===== src/rtl/acc_sat_n.sv =====
// Frame accumulator: sums CNT signed samples and emits one saturated
// signed result per frame, with a per-frame saturation flag.
module acc_sat_n #(
    parameter int ARG_WIDTH = 32,
    parameter int RES_WIDTH = ARG_WIDTH,
    parameter int CNT       = 4
) (
    input  logic                        clk,
    input  logic                        rst,
    input  logic                        clr,
    input  logic                        arg_vld,
    input  logic signed [ARG_WIDTH-1:0] a,
    output logic                        res_vld,
    output logic signed [RES_WIDTH-1:0] res,
    output logic                        overflow
);

    localparam int CW = $clog2(CNT);
    localparam int AW = ARG_WIDTH + CW + 1;

    localparam logic signed [AW-1:0] RMAX =
        {{(AW-RES_WIDTH+1){1'b0}}, {(RES_WIDTH-1){1'b1}}};
    localparam logic signed [AW-1:0] RMIN = ~RMAX;
    localparam logic [CW-1:0] LAST = CW'(CNT - 1);

    logic [CW-1:0]        cnt_q, cnt_d;
    logic signed [AW-1:0] acc_q, acc_d;
    logic                 res_vld_q, res_vld_d;
    logic [RES_WIDTH-1:0] res_q, res_d;
    logic                 ovf_q, ovf_d;

    logic signed [AW-1:0] a_ext;
    logic signed [AW-1:0] sum;
    logic [RES_WIDTH-1:0] sat_res;
    logic                 sat_ovf;
    logic                 last;

    assign a_ext = {{(AW-ARG_WIDTH){a[ARG_WIDTH-1]}}, a};
    assign sum   = acc_q + a_ext;
    assign last  = arg_vld && (cnt_q == LAST);

    always_comb begin
        sat_res = sum[RES_WIDTH-1:0];
        sat_ovf = 1'b0;
        if (sum > RMAX) begin
            sat_res = RMAX[RES_WIDTH-1:0];
            sat_ovf = 1'b1;
        end else if (sum < RMIN) begin
            sat_res = RMIN[RES_WIDTH-1:0];
            sat_ovf = 1'b1;
        end
    end

    // clr wins over a coincident sample, including the frame-closing one
    always_comb begin
        cnt_d     = cnt_q;
        acc_d     = acc_q;
        res_vld_d = 1'b0;
        res_d     = res_q;
        ovf_d     = ovf_q;
        if (clr) begin
            cnt_d = '0;
            acc_d = '0;
        end else if (last) begin
            cnt_d     = '0;
            acc_d     = '0;
            res_vld_d = 1'b1;
            res_d     = sat_res;
            ovf_d     = sat_ovf;
        end else if (arg_vld) begin
            cnt_d = cnt_q + CW'(1);
            acc_d = sum;
        end
    end

    always_ff @(posedge clk or posedge rst) begin
        if (rst) begin
            cnt_q     <= '0;
            acc_q     <= '0;
            res_vld_q <= 1'b0;
            res_q     <= '0;
            ovf_q     <= 1'b0;
        end else begin
            cnt_q     <= cnt_d;
            acc_q     <= acc_d;
            res_vld_q <= res_vld_d;
            res_q     <= res_d;
            ovf_q     <= ovf_d;
        end
    end

    assign res_vld  = res_vld_q;
    assign res      = res_q;
    assign overflow = ovf_q;

endmodule


===== config.mk =====
export PLATFORM = sky130hd
export DESIGN_NAME = acc_sat_n
export DESIGN_NICKNAME = d
export VERILOG_FILES = /design/src/rtl/acc_sat_n.sv
export SDC_FILE = /design/constraint.sdc
export NUM_CORES = 1
export LEC_CHECK = 0
export ABC_AREA = 1
export CAP_MARGIN = 20
export CORE_MARGIN = 1.5
export CORE_UTILIZATION = 56
export DETAILED_ROUTE_END_ITERATION = 12
export PLACE_DENSITY = 0.81
export SLEW_MARGIN = 40
export SYNTH_ARGS = -nofsm -noshare
export SYNTH_HDL_FRONTEND = slang
export SYNTH_SLANG_ARGS = --single-unit
export TNS_END_PERCENT = 10

===== constraint.sdc =====
create_clock -name clk -period 2.8 [get_ports clk]
set_clock_uncertainty 0.1 [all_clocks]
set_input_delay 0.28 -clock clk [delete_from_list [all_inputs] [get_ports clk]]
set_output_delay 0.28 -clock clk [all_outputs]
set_load 0.005 [all_outputs]

After elaboration in Yosys (flattened, before gate mapping)
Cells that the tools add are included.
{"block": "word_totals", "regBits": 71, "in_bits": 36, "out_inout_bits": 34, "elab_cells": 26}
{"block": "op_classes", "add_sub_neg": 2, "n_lt_le_gt_ge": 2, "n_eq_ne": 1, "muxes": 12, "n_bitwise": 1, "n_reduce_logical": 3}
{"operator": "2-to-1 mux 35 bit", "n": 3}
{"operator": "2-to-1 mux 32 bit", "n": 2}
{"operator": "adder 35 x 32 -> 35 bit", "n": 1}
{"operator": "greater-than comparator 35 x 32 -> 1 bit, second input constant", "n": 1}
{"operator": "less-than comparator 35 x 32 -> 1 bit, second input constant", "n": 1}
{"operator": "2-to-1 mux 2 bit", "n": 3}
{"operator": "2-to-1 mux 1 bit", "n": 4}
{"operator": "nonzero test 3 bit", "n": 1}
{"operator": "adder 2 x 1 -> 2 bit, second input constant", "n": 1}
{"operator": "== test 2 bit, second input constant", "n": 1}
{"operator": "AND reduction 2 bit", "n": 1}
{"operator": "logical AND 1 bit", "n": 1}
{"operator": "inverter 1 bit", "n": 1}

Logic depth before layout (Yosys ltp)
Gate-level depths: netlist (run 1).
{"block": "depth", "ltp_word": 4, "depth_mapped": 20, "mapped_depth_nobuf": 19}

Worst setup path after synthesis (run 1)
Ideal clock, no wire load.
{"block": "synth_timing", "kind": "register to register", "startpoint": "reg acc_q[0]", "endpoint": "reg res_q[20] (netlist: res[20])", "setup_ns": 0.066, "arrival_ns": 2.223, "path_slack_ns": 0.412, "stages_incl_launch_ff": 21, "n_path_buf": 1, "path_cell_list": "dfrtp_1 -> ha_1 -> fa_1 -> nand2_1 -> nand2_1 -> nand3b_1 -> nand2_1 -> nand2_1 -> nand2_2 -> nand2_1 -> nand2_1 -> nand2_1 -> nand2_2 -> nor2_2 -> nand2_2 -> nand2_4 -> buf_6 -> nand2_1 -> nand2_1 -> nand2_1 -> nand2_1"}
{"block": "synth_between", "elab_chain_cells": 4}
{"item": "from (decl)", "line": "27", "text": "logic signed [AW-1:0] acc_q, acc_d;"}
{"item": "from (signal assigned)", "line": "79", "text": "acc_q <= '0;"}
{"item": "from (signal assigned)", "line": "85", "text": "acc_q <= acc_d;"}
{"item": "adder 35 x 32 -> 35 bit (*)", "line": "39", "text": "assign sum = acc_q + a_ext;"}
{"item": "less-than comparator 35 x 32 -> 1 bit", "line": "48", "text": "end else if (sum < RMIN) begin"}
{"item": "2-to-1 mux 32 bit", "line": "48"}
{"item": "2-to-1 mux 32 bit (*)", "line": "45", "text": "if (sum > RMAX) begin"}
{"item": "to (signal assigned)", "line": "87", "text": "res_q <= res_d;"}
{"item": "to (decl)", "line": "29", "text": "logic [RES_WIDTH-1:0] res_q, res_d;"}
Mark *: on every way between the ends. The rest lies on a longest branch, timed or not.
A chain may end at the register's enable or synchronous reset.

Worst setup path after layout (run 1)
{"block": "layout_timing", "startpoint": "reg acc_q[19]", "endpoint": "reg res_q[28] (netlist: res[28])"}
Same word-level chain as after synthesis.

==> metrics, run 1 <==
Clock Path Buffers=2; GP Congestion=0.916; final number of hold-violating endpoints=0; CTS tree=built; WP data required=2.95 ns; cts hold-fix bufs=0; grt total ovfl=0; Clk network pwr share=0.191; Detail Route Antenna Nets=0; share of post-route cells with drive strength above 1=0.141; PortBufs=69; Post-Syn Instances=785; footprint of the multi-input gates=3020 sq um; slew at the pin closest to its max-slew limit=0.719 ns; LEAKAGE=3.63 nW; syn_nets=857; EDFF count, synth=0; Setup-failing EPs final=0; Slew Viols, Final=0; Yosys warnings=0; Util after Layout=0.733; final worst slack=0.192 ns; fill count=792; fin cells=approximately 1000; NetSw=about 1.8 mW; CTS Buf Count=9; Max stage delay on crit path=between 0.4 and 0.5 ns; CTS clk-pin slew, worst paths=0.08 ns; CP max FO=17; largest net degree at the start of global routing=72; Core ar.=9240 sq um; commonest non-fill, non-tap cell in the layout=nand2_1; initial antenna violation count=0; DR DRC count=0; fmax=383 MHz; logic gate share of total power=0.497; Horiz. Die Dim=between 100 and 150 um; effective utilization at floorplan=0.576; fin area=roughly 6800 sq um; Tot GR Track Use=0.315; DR vias/cell=5.19; crit-path leading delay family=simple AND/OR/NAND/NOR gates; Reg2Reg Setup Slack=0.19 ns; Crit Path Class=reg -> reg; total power=roughly 4.6 mW; row count=35; Critical-path top delay cell=dfrtp_1; NumNets Final=a little under 1000; First DRT Iteration DRCs=~230; drt first pass iters=5; synthesized area=5320 sq um; RSZ-0062 raised after global routing=no; insertion delay of the later-clocked pin in the worst-skew pair=0.36 ns; max_slew headroom=0.521; CP Cell Sequence=ha_1, nand2_1, buf_4, nor2_2, inv_2, nor3_2, nand2_2, nand2_1, nand2_1, nand2_2, buf_4, nand3_4, nand2_4, nand2_1, nand2_1, nand2_1; wire length per cell=14.9 um; HPWL Detailed=12.0 mm; Worst Setup End Kind=flop; Final min period=2.61 ns; n_diodes=0; maximum vdd drop=396 uV; prevailing post-synth register cell=dfrtp_1; CTS root buffer=clkbuf_8; cell-internal power=2.79 mW; Yosys reg bits=71; routed wire length=15.5 mm; Unique masters post-synth=36; Area Overhead vs Synth=27.4%; first-pass GRT wire length=~25 mm; Vias=around 5400; most frequent cells in the layout=nand2_1, inv_1, dfrtp_1; Power Density=about 680 nW/um^2; Max Cap Viol=0; full die area=between 10000 and 15000 sq um; Placement Cell Area=6550 sq um; CP startpoint kind=flop; fin crit share=0.932; async set-reset flop share out of synthesis=1.00; critical path's most frequent cell=nand2_1; sequential share of power=0.312; DIE HEIGHT=around 100 um; syn avg cell area=~6.8 sq um; CTS H-Tree Depth=3; class of the tightest hold or removal check=in -> async; Post-Place Cells=1026; Switching Share=0.395; vias in the first global route=5258; I/O pins=70; worst endpoint data arrival time=2.75 ns; clk sink count=between 70 and 80; Worst Path Buf+Inv=3; register area=between 1500 and 2000 sq um; sequential cell area fraction in the yosys report=0.334; outcome=complete, no violations; dpl ws=-0.166 ns
worst register-to-register path: stages, from the launching register on:
cell and delay, ns:
dfrtp_1 0.41, ha_1 0.34, nand2_1 0.14, buf_4 0.17, nor2_2 0.14, inv_2 0.07, nor3_2 0.19, nand2_2 0.08
nand2_1 0.06, nand2_1 0.06, nand2_2 0.07, buf_4 0.13, nand3_4 0.12, nand2_4 0.20, nand2_1 0.11, nand2_1 0.07
nand2_1 0.06
what timing repair did:
action / 4_1_cts / 5_1_grt
setup buffers: 0 / 0
endpoints found under the hold margin: 0 / 0
gates resized for setup: 0 / 7
endpoints found under the setup margin: 0 / 31
power by group through the flow:
stage / registers (mW) / clock network (mW) / logic [mW]
3_3_place_gp: 1.44 / 0 / 2.19
4_1_cts: 1.44 / 0.881 / 2.27
5_1_grt: 1.47 / 0.918 / 2.52
2_1_floorplan: 1.45 / 0 / 1.27
6_report: 1.44 / 0.880 / 2.29
3_5_place_dp: 1.45 / 0 / 2.25
layer usage:
metal	global-route usage	share of wire	wire, um	up-vias
li1	-	-	-	2707
met3	0.0347	0.033	505	39
met2	0.567	0.50	7670	151
met5	0	0	0	-
met1	0.370	0.43	6590	2508
met4	0.165	0.045	699	0
metrics by stage:
stage	setup TNS (ns)	hold WS, ns
finish	0	0.212
global route	0	0.271
CTS	0	0.255
detailed placement	-3.58	0.365
global placement	-1.45	0.365
floorplan	0	0.357
final timing paths:
check	cells after the start	from	endpoint
hold / removal	3	rst	res[4]
min in group clk	2	res[16]	res[16]
max in group asynchronous	3	rst	acc_q[30]
setup reg to reg	16	acc_q[19]	res[28]
hold reg to reg	2	res[16]	res[16]
setup / recovery	16	acc_q[19]	res[28]
cell usage after synthesis (14+ instances only):
master,count,share of area
o22ai_1,15,0.018
inv_1,108,0.076
ha_1,35,0.082
xnor2_1,14,0.023
nand2_2,14,0.016
nor2_1,32,0.023
a21oi_1,34,0.032
nand3_1,38,0.036
inv_2,14,0.0099
dfrtp_1,71,0.33
o21ai_0,22,0.021
nand2_1,298,0.21
kinds of logic (layout without fill, tap and decap cells):
logic type,after synthesis,count (layout),share of synthesized area
xor gates and xnor gates,23,23,0.0379
adders and majority gates,36,36,0.0861
buffers and inverters,141,268,0.105
DFF,71,71,0.334
AOI/OAI and AO/OA,85,85,0.0884
muxes,1,1,0.00188
and+or+nand+nor,428,428,0.347
sequential cells by signal, summed over array words and instances (netlist names):
signal,count
acc_q,35
cnt_q,2
overflow,1
res,32
res_vld,1
cell type report:
type,count,area share
clock inverters,5,0.00850
repair buffers,130,0.171
flip-flops and latches,71,0.262
clock buffers,10,0.0203
well taps,129,0.0238
inverters,123,0.0682
multi-input cells,573,0.446
(Power assumes the default switching activity.)
==> run 2: changes to the inputs <==
--- a/config.mk
+++ b/config.mk
@@ -8,10 +8,10 @@
 export ABC_AREA = 1
 export CAP_MARGIN = 20
 export CORE_MARGIN = 1.5
-export CORE_UTILIZATION = 56
+export CORE_UTILIZATION = 30
 export DETAILED_ROUTE_END_ITERATION = 12
-export PLACE_DENSITY = 0.81
-export SLEW_MARGIN = 40
+export PLACE_DENSITY = 0.49
+export SLEW_MARGIN = 20
 export SYNTH_ARGS = -nofsm -noshare
 export SYNTH_HDL_FRONTEND = slang
 export SYNTH_SLANG_ARGS = --single-unit
==> metrics, run 2 (synthesis gave the netlist of run 1 again) <==
NumNets Final=992 (was 980); maximum vdd drop=467 uV (was 396 uV); # resized after CTS=0 (unchanged); Post-CTS Setup Inserts=0 (unchanged); worst endpoint data arrival time=2.73 ns (was 2.75 ns); outcome=complete, no violations (unchanged); HPWL Detailed=12.7 mm (was 12.0 mm); crit-path leading delay family=simple AND/OR/NAND/NOR gates (unchanged); insertion delay of the later-clocked pin in the worst-skew pair=0.35 ns (was 0.36 ns); slew at the pin closest to its max-slew limit=0.766 ns (was 0.719 ns); effective utilization at floorplan=0.308 (was 0.576); CP Cell Sequence=ha_1, nand2_2, inv_1, a21oi_1, nand2_1, a21oi_2, nand2_1, nand2_1, nand2_2, nor2_2, nand2_2, nand2_4, buf_12, nand2_1, nand2_1, nand2_1, nand2_1 (was ha_1, nand2_1, buf_4, nor2_2, inv_2, nor3_2, nand2_2, nand2_1, nand2_1, nand2_2, buf_4, nand3_4, nand2_4, nand2_1, nand2_1, nand2_1); full die area=18500 sq um (was 10100 sq um); Area Overhead vs Synth=34.0% (was 27.4%); Detail Route Antenna Nets=0 (unchanged); fill count=1883 (was 792); Reg-to-Reg End=res[17] (was res[28]); drt first pass iters=5 (unchanged); first-pass GRT wire length=26.8 mm (was 24.6 mm); WP data required=2.99 ns (was 2.95 ns); PortBufs=69 (unchanged); Worst Reg2Reg Path Length in Cells=17 (was 16); DR DRC count=0 (unchanged); final number of hold-violating endpoints=0 (unchanged); CTS H-Tree Depth=3 (unchanged); routed wire length=16.1 mm (was 15.5 mm); CP max FO=15 (was 17); Util after Layout=0.412 (was 0.733); row count=48 (was 35); largest net degree at the start of global routing=38 (was 72); Crit Path Class=reg -> reg (unchanged); critical path's most frequent cell=nand2_1 (unchanged); max_slew headroom=0.489 (was 0.521); Final min period=2.54 ns (was 2.61 ns); Critical-path top delay cell=dfrtp_1 (unchanged); Max Cap Viol=0 (unchanged); class of the tightest hold or removal check=in -> async (unchanged); vias in the first global route=5290 (was 5258); most frequent cells in the layout=nand2_1, inv_1, dfrtp_1 (unchanged); n_diodes=0 (unchanged); Core ar.=17300 sq um (was 9240 sq um); Setup-failing EPs final=0 (unchanged); Reg2Reg Launch Point=acc_q[22] (was acc_q[19]); grt total ovfl=0 (unchanged); CTS Buf Count=9 (unchanged); Slew Viols, Final=0 (unchanged); Worst Path Buf+Inv=2 (was 3); CTS tree=built (unchanged); clk sink count=71 (unchanged); share of post-route cells with drive strength above 1=0.151 (was 0.141); Worst Setup End Kind=flop (unchanged); Vias=5175 (was 5405); RSZ-0062 raised after global routing=no (unchanged); Horiz. Die Dim=136 um (was 100 um); Clock Path Buffers=2 (unchanged); wire length per cell=14.0 um (was 14.9 um); DIE HEIGHT=136 um (was 100 um); DR vias/cell=4.50 (was 5.19); fin crit share=0.909 (was 0.932); Setup TNS Final=0 ns (unchanged); CTS clk-pin slew, worst paths=0.06 ns (was 0.08 ns); cts hold-fix bufs=0 (unchanged); CTS root buffer=clkbuf_16 (was clkbuf_8); Power Density=720 nW/um^2 (was 680 nW/um^2); initial antenna violation count=0 (unchanged); Reg2Reg Setup Slack=0.26 ns (was 0.19 ns); Max stage delay on crit path=0.39 ns (was 0.41 ns); commonest non-fill, non-tap cell in the layout=nand2_1 (unchanged); First DRT Iteration DRCs=216 (was 231); max reg flops=35 (unchanged); Tot GR Track Use=0.187 (was 0.315); CP startpoint kind=flop (unchanged); LEAKAGE=3.76 nW (was 3.63 nW); I/O pins=70 (unchanged); fmax=393 MHz (was 383 MHz); Reg with most FFs=acc_q (unchanged); GP Congestion=0.817 (was 0.916)
run 2: cell count changes in the layout (fill, tap and decap cells not counted), sizes merged:
| cell | before | now |
|---|---|---|
| bufinv | 1 | 2 |
| buf | 61 | 73 |
| clkbuf | 10 | 11 |
| clkinv | 4 | 3 |
run 2: layout make-up:
class                   count  area (sq um)  area share
multi-input cells         573          3000       0.421
inverters                 123           462      0.0648
flip-flops and latches     71          1780       0.249
repair buffers            142          1280       0.179
clock buffers              11           253      0.0355
well taps                 225           282      0.0395
clock inverters             5          78.8      0.0111
run 2: worst max-delay path by stage:
stage | startpoint | endpoint | depth (start not counted)
floorplan | acc_q[0] | res[20] | 20
global placement | a[31] | res[0] | 15
detailed placement | a[0] | res[19] | 21
CTS | acc_q[22] | res[19] | 17
global route | acc_q[23] | res[26] | 16
finish | acc_q[22] | res[17] | 17
run 2: power by group:
part	total [mW]	switching [mW]	internal, mW
sequential	1.44	0.156	1.29
clock	1.30	0.472	0.829
combinational	2.38	1.22	1.16
run 2: per-stage QoR:
step	cells	hold WS [ns]	area, sq um	power, mW	worst slack [ns]
finish	1150	0.293	7130	5.13	0.256
global route	1150	0.366	7130	5.54	0.0519
CTS	1150	0.327	7110	5.20	0.234
detailed placement	1134	0.365	6780	3.86	-0.0932
global placement	1134	0.370	6780	3.86	-0.0771
floorplan	785	0.357	5320	2.71	0.412
run 2: worst register-to-register path: cells and delay by family (launching register included):
kind / cells / cell delay [ns]
fa+ha+maj: 1 / 0.36
flops: 1 / 0.39
compound gates: 2 / 0.39
buf+inv: 2 / 0.19
simple gates: 12 / 1.04
run 2: layer usage:
layer  routed length [um]  track usage  share of wire  vias up
met5                    0            0              0        -
met4                  216       0.0514          0.013        0
met3                  520       0.0280          0.032       15
met2                 7570        0.313           0.47       86
met1                 7840        0.251           0.49     2336
li1                     -            -              -     2738
